<file path="src/rtl/axis_config_bus_writer.sv">
// AXI-Stream to RPSPMC configuration bus initiator: one address word plus up to
// 16 data lanes per frame, then a timed address strobe. Optional macro CONFIG_BUS_WRITER_COUNT_EN adds write_count.

module config_lane #(
    parameter int VEC_W = 32
) (
    input  logic             aclk,
    input  logic             reset,
    input  logic             clr,
    input  logic             we,
    input  logic [VEC_W-1:0] d,
    output logic [VEC_W-1:0] q
);
    always_ff @(posedge aclk or posedge reset) begin
        if (reset)    q <= '0;
        else if (clr) q <= '0;
        else if (we)  q <= d;
    end
endmodule

module axis_config_bus_writer #(
    parameter logic [31:0] IDLE_ADDR     = 32'd0,
    parameter int          STROBE_CYCLES = 2,
    parameter int          NUM_LANES     = 16,
    parameter int          VEC_W         = 32
) (
    input  logic                       aclk,
    input  logic                       reset,
    input  logic [31:0]                S_AXIS_tdata,
    input  logic                       S_AXIS_tvalid,
    input  logic                       S_AXIS_tlast,
    output logic                       S_AXIS_tready,
    output logic [31:0]                config_addr,
    output logic [NUM_LANES*VEC_W-1:0] config_data,
`ifdef CONFIG_BUS_WRITER_COUNT_EN
    output logic [31:0]                write_count,
`endif
    output logic                       busy,
    output logic                       done,
    output logic                       overrun
);
    localparam int IDX_W = $clog2(NUM_LANES + 1);

    typedef enum logic [1:0] {S_IDLE, S_DATA, S_STROBE, S_GAP} state_t;

    typedef struct packed {
        logic [31:0] data;
        logic        last;
    } axis_beat_t;

    state_t                              state;
    axis_beat_t                          beat;
    logic [31:0]                         target;
    logic [IDX_W-1:0]                    idx;
    logic [7:0]                          strobe_cnt;
    logic                                accept;
    logic                                lane_clr;
    logic                                data_we;
    logic [NUM_LANES-1:0]                lane_we;
    logic [NUM_LANES-1:0][VEC_W-1:0]     lane_q;

    assign beat          = '{data: S_AXIS_tdata, last: S_AXIS_tlast};
    assign S_AXIS_tready = (state == S_IDLE) || (state == S_DATA);
    assign accept        = S_AXIS_tvalid && S_AXIS_tready;
    assign lane_clr      = accept && (state == S_IDLE);
    assign data_we       = accept && (state == S_DATA) && (idx < IDX_W'(NUM_LANES));

    // Lane registers only move while config_addr is idle, so decoders never
    // see a target address paired with changing data.
    genvar k;
    generate
        for (k = 0; k < NUM_LANES; k++) begin : g_lane
            assign lane_we[k] = data_we && (idx == IDX_W'(k));
            config_lane #(.VEC_W(VEC_W)) u_lane (
                .aclk  (aclk),
                .reset (reset),
                .clr   (lane_clr),
                .we    (lane_we[k]),
                .d     (beat.data[VEC_W-1:0]),
                .q     (lane_q[k])
            );
        end
    endgenerate

    assign config_data = lane_q;

    always_ff @(posedge aclk or posedge reset) begin
        if (reset) begin
            state       <= S_IDLE;
            target      <= '0;
            idx         <= '0;
            strobe_cnt  <= '0;
            config_addr <= IDLE_ADDR;
            busy        <= 1'b0;
            done        <= 1'b0;
            overrun     <= 1'b0;
        end else begin
            done <= 1'b0;
            case (state)
                S_IDLE: begin
                    if (accept) begin
                        target  <= beat.data;
                        idx     <= '0;
                        overrun <= 1'b0;
                        if (beat.last) begin
                            state       <= S_STROBE;
                            config_addr <= beat.data;
                            busy        <= 1'b1;
                            strobe_cnt  <= 8'd1;
                        end else begin
                            state <= S_DATA;
                        end
                    end
                end
                S_DATA: begin
                    if (accept) begin
                        // idx parks at NUM_LANES; further words are dropped
                        if (idx == IDX_W'(NUM_LANES)) overrun <= 1'b1;
                        else                          idx     <= idx + 1'b1;
                        if (beat.last) begin
                            state       <= S_STROBE;
                            config_addr <= target;
                            busy        <= 1'b1;
                            strobe_cnt  <= 8'd1;
                        end
                    end
                end
                S_STROBE: begin
                    if (strobe_cnt == 8'(STROBE_CYCLES)) begin
                        state       <= S_GAP;
                        config_addr <= IDLE_ADDR;
                        done        <= 1'b1;
                    end else begin
                        strobe_cnt <= strobe_cnt + 8'd1;
                    end
                end
                S_GAP: begin
                    state <= S_IDLE;
                    busy  <= 1'b0;
                end
                default: state <= S_IDLE;
            endcase
        end
    end

`ifdef CONFIG_BUS_WRITER_COUNT_EN
    always_ff @(posedge aclk or posedge reset) begin
        if (reset)               write_count <= '0;
        else if (state == S_GAP) write_count <= write_count + 32'd1;
    end
`endif

endmodule

</file>
<file path="config.mk">
export PLATFORM = sky130hd
export DESIGN_NAME = axis_config_bus_writer
export DESIGN_NICKNAME = d
export VERILOG_FILES = /design/src/rtl/axis_config_bus_writer.sv
export SDC_FILE = /design/constraint.sdc
export NUM_CORES = 1
export LEC_CHECK = 0
export BUFFER_PORTS_ARGS = -buffer_cell sky130_fd_sc_hd__buf_4
export CAP_MARGIN = 5
export CORE_UTILIZATION = 50
export CTS_CLUSTER_SIZE = 14
export DETAILED_ROUTE_END_ITERATION = 8
export PLACE_DENSITY_LB_ADDON = 0.15
export SKIP_CTS_REPAIR_TIMING = 1
export SYNTH_ARGS = -nofsm -noshare
export SYNTH_HDL_FRONTEND = slang
export SYNTH_HIERARCHICAL = 1
export SYNTH_SLANG_ARGS = --single-unit
export TNS_END_PERCENT = 30
</file>
<file path="constraint.sdc">
create_clock -name aclk -period 5.1 [get_ports aclk]
set_input_delay 0.51 -clock aclk [delete_from_list [all_inputs] [get_ports aclk]]
set_output_delay 0.51 -clock aclk [all_outputs]
set_load 0.005 [all_outputs]
</file>
==> out/results.ini <==
[outcome]
outcome = completed

[cts]
clk_path_buf_depth = 3
cts_tree = yes
cts_root_buf = clkbuf_16
cts_made_buffers = 61
cts_max_level = 2
insertion_delay_ns = 0.65
cts_sinks = 594
clk_pin_slew_ns = 0.06

[pwr]
peakVddDrop_uv = 281
power_density_nw_per_um2 = 300
totalPowerFinal_mw = 9.50
leakagePower_nw = 16.2

[cells_and_area]
fin_nets = 2682
fin_util_pct = 63.1
postLayoutCellArea_sq_um = 31700
nFillCells = 4016
area_growth_syn_to_layout_pct = 24.6
drive_above_1_share_pct = 29.4
diodes = 0

[logic_synthesis]
synth.distinct_cells = 41
synth_warnings = 6
yosys.area.top_type = dfrtp_1
synth_mux_area_share_pct = 22.2
synth_simple_gate_area_share_pct = 10.1
synth.top_cells.by_area = dfrtp_1 58%, mux2i_1 20%, nor2_1 7.7%
netlist_instances = 2091
synth_top_family_by_area = multiplexers
netlist_area_sq_um = 25400
synth_compound_area_share_pct = 2.08
avgSynthCellArea_sq_um = 12.2
seq_area_frac_synth_pct = 58.5
synthAdderAreaFrac_pct = 0.541
synth_xor_xnor_area_share_pct = 0
yosysTopAreaCellShare_pct = 58.5
synth_nets = 2138
ys_seq_elements = 594

[critical_path]
slowest_stage = nor2_4
cp_common_cell = buf_4
required_ns = 5.62
cp_max_fo = 28
path_class = reg2reg
arrival_ns = 3.88
ff2ff_setup_slack_ns = 1.75
slowest_delay_ns = 0.87
end_kind = flip-flop
path_cells = inv_1, ha_1, buf_4, and3_1, nand2_1, nor2_4, buf_4, mux2i_1, nor2_1
cp-start-kind = flip-flop

[die]
die_area_sq_um = 51800
start_util_pct = 50.7
num_rows = 82
die_y_um = 228
coreArea_sq_um = 50200
ios = 584
die_w_um = 228

[sta]
fmax_mhz = 298
tns_ns = 0
setup_viol = 0
drv_slew = 0
fin_crit_ns = 3.35
rsz0062_at_grt = no
relSlewSlack_pct = 18.5
tightest_slew_ns = 1.22
skew_ns = 0.0276
finalCritPeriodShare_pct = 65.8
hold_viol_final = 0

[global_route]
grt_pass1_wl_um = 119000
grt_pass1_vias = 17900
grt_start_max_net_pins = 152
grt_overflow = 0
antenna_found_initial = 0
grt_use_total_pct = 31.6

[placement]
dp.final_hpwl_um = 55600
port_buffers = 583
placed_cell_area_sq_um = 29600
gp_congestion = 0.842

[run]
cap_viol_max_count = 0

[drt]
drtIter0Drc = 1217
drc = 0
num_vias = 18100
routedWlPerCell_um = 24.7
firstDrtPassIters = 5
post_drt_via_cell_ratio = 5.39
ant_nets = 0
wl_um = 82800

[min_path]
min_path_type = in2reg

-- sequential cells by signal (all words and copies together), names as in the netlist --
name	cells
g_lane.u_lane/q	512
busy	1
config_addr	32
strobe_cnt	8
overrun	1
target	32
state	2
idx	5
done	1
-- layout make-up --
type                            instances  area, sq um  area share, %
Sequential cell                       594        14900           46.9
Tap cell                              672          841           2.65
Timing Repair Buffer                  619         4720           14.9
Clock buffer                           88         1810           5.71
Clock inverter                         25          231          0.731
Inverter                               59          230          0.727
Multi-Input combinational cell       1300         8970           28.3
-- metrics by stage --
step | hold WS [ns] | std cells | worst slack (ns)
finish | 0.236 | 3357 | 1.75
global route | 0.266 | 3357 | 1.55
CTS | -0.187 | 3356 | 1.78
detailed placement | 0.471 | 3243 | 1.81
global placement | 0.462 | 3243 | 1.94
floorplan | 0.449 | 2091 | 2.48
-- metal layers --
layer  vias to the layer above  wire, um  track usage (%)
met4                         0      3640             13.1
met1                      9198     33500             40.5
met5                         -         0                0
met3                       179      6230             9.02
met2                       707     39400             50.5
li1                       8011         -                -
-- worst max-delay path, delay by kind of cell (launching register included) --
kind,cells,cell delay [ns]
adder cells (fa/ha/maj),1,0.25
buffers and inverters,3,0.85
flip-flops,1,0.40
multiplexers,1,0.26
AND/OR/NAND/NOR,4,1.47
-- worst paths after layout --
| path | depth (start not counted) | to | startpoint |
|---|---|---|---|
| setup / recovery | 9 | g_lane[13].u_lane/q[10]$_DFFE_PP0P_ | state[1]$_DFFE_PP0P_ |
| max in group asynchronous | 4 | idx[4]$_DFFE_PP0P_ | reset |
| min in group asynchronous | 3 | config_addr[17]$_DFFE_PP0P_ | reset |
| setup reg to reg | 9 | g_lane[13].u_lane/q[10]$_DFFE_PP0P_ | state[1]$_DFFE_PP0P_ |
| hold reg to reg | 2 | target[19]$_DFFE_PP0P_ | target[19]$_DFFE_PP0P_ |
| hold / removal | 3 | state[1]$_DFFE_PP0P_ | S_AXIS_tlast |
-- Yosys cell counts (all sizes together) --
cell,number
nor4bb,1
and4bb,1
a211o,1
dfrtp,594
nand3,25
or4,2
a22o,4
and3,3
a221o,1
a31oi,1
nand2,65
or2,2
or3,3
buf,74
a21o,1
and2,3
mux2i,515
nor2,524
o2bb2ai,3
clkbuf,64
nor2b,3
o21ai,74
nor3,5
o221ai,1
nand3b,1
o211ai,3
or3b,1
inv,59
mux2,33
a21oi,5
nand2b,7
nand4,1
ha,11
-- cell usage in the layout, fill, tap and decap left out, types with 3 or more instances in the layout --
master	synthesis	layout
mux2_4	30	30
inv_1	59	46
o21ai_0	72	72
a21oi_1	5	5
dfrtp_1	594	594
nor2b_1	3	3
nor3_2	0	4
clkbuf_16	0	61
mux2i_1	515	515
clkbuf_8	0	18
o211ai_1	3	3
nand3_1	25	25
inv_2	0	6
buf_12	51	6
clkinv_1	0	5
clkinv_2	0	18
nor2_4	0	11
buf_4	0	612
ha_1	11	11
clkbuf_1	64	9
mux2_2	3	3
o2bb2ai_1	3	3
nand2_1	65	64
a22o_1	4	4
bufinv_16	0	3
and3_1	3	3
nand2b_1	7	6
nor2_1	524	513
-- report_power, final --
part           internal (mW)  switching [mW]
registers               4.71               0
clock network           2.61            1.91
logic                 0.0363           0.244
-- logic make-up (layout without fill, tap and decap cells) --
family | Yosys count | count (layout)
flip-flops | 594 | 594
adder cells (fa/ha/maj) | 11 | 11
buffers and inverters | 197 | 791
AND/OR/NAND/NOR | 647 | 647
multiplexers | 548 | 548
AO/OA/AOI/OAI | 94 | 94
Note: power is estimated with default switching activity, not from simulation.
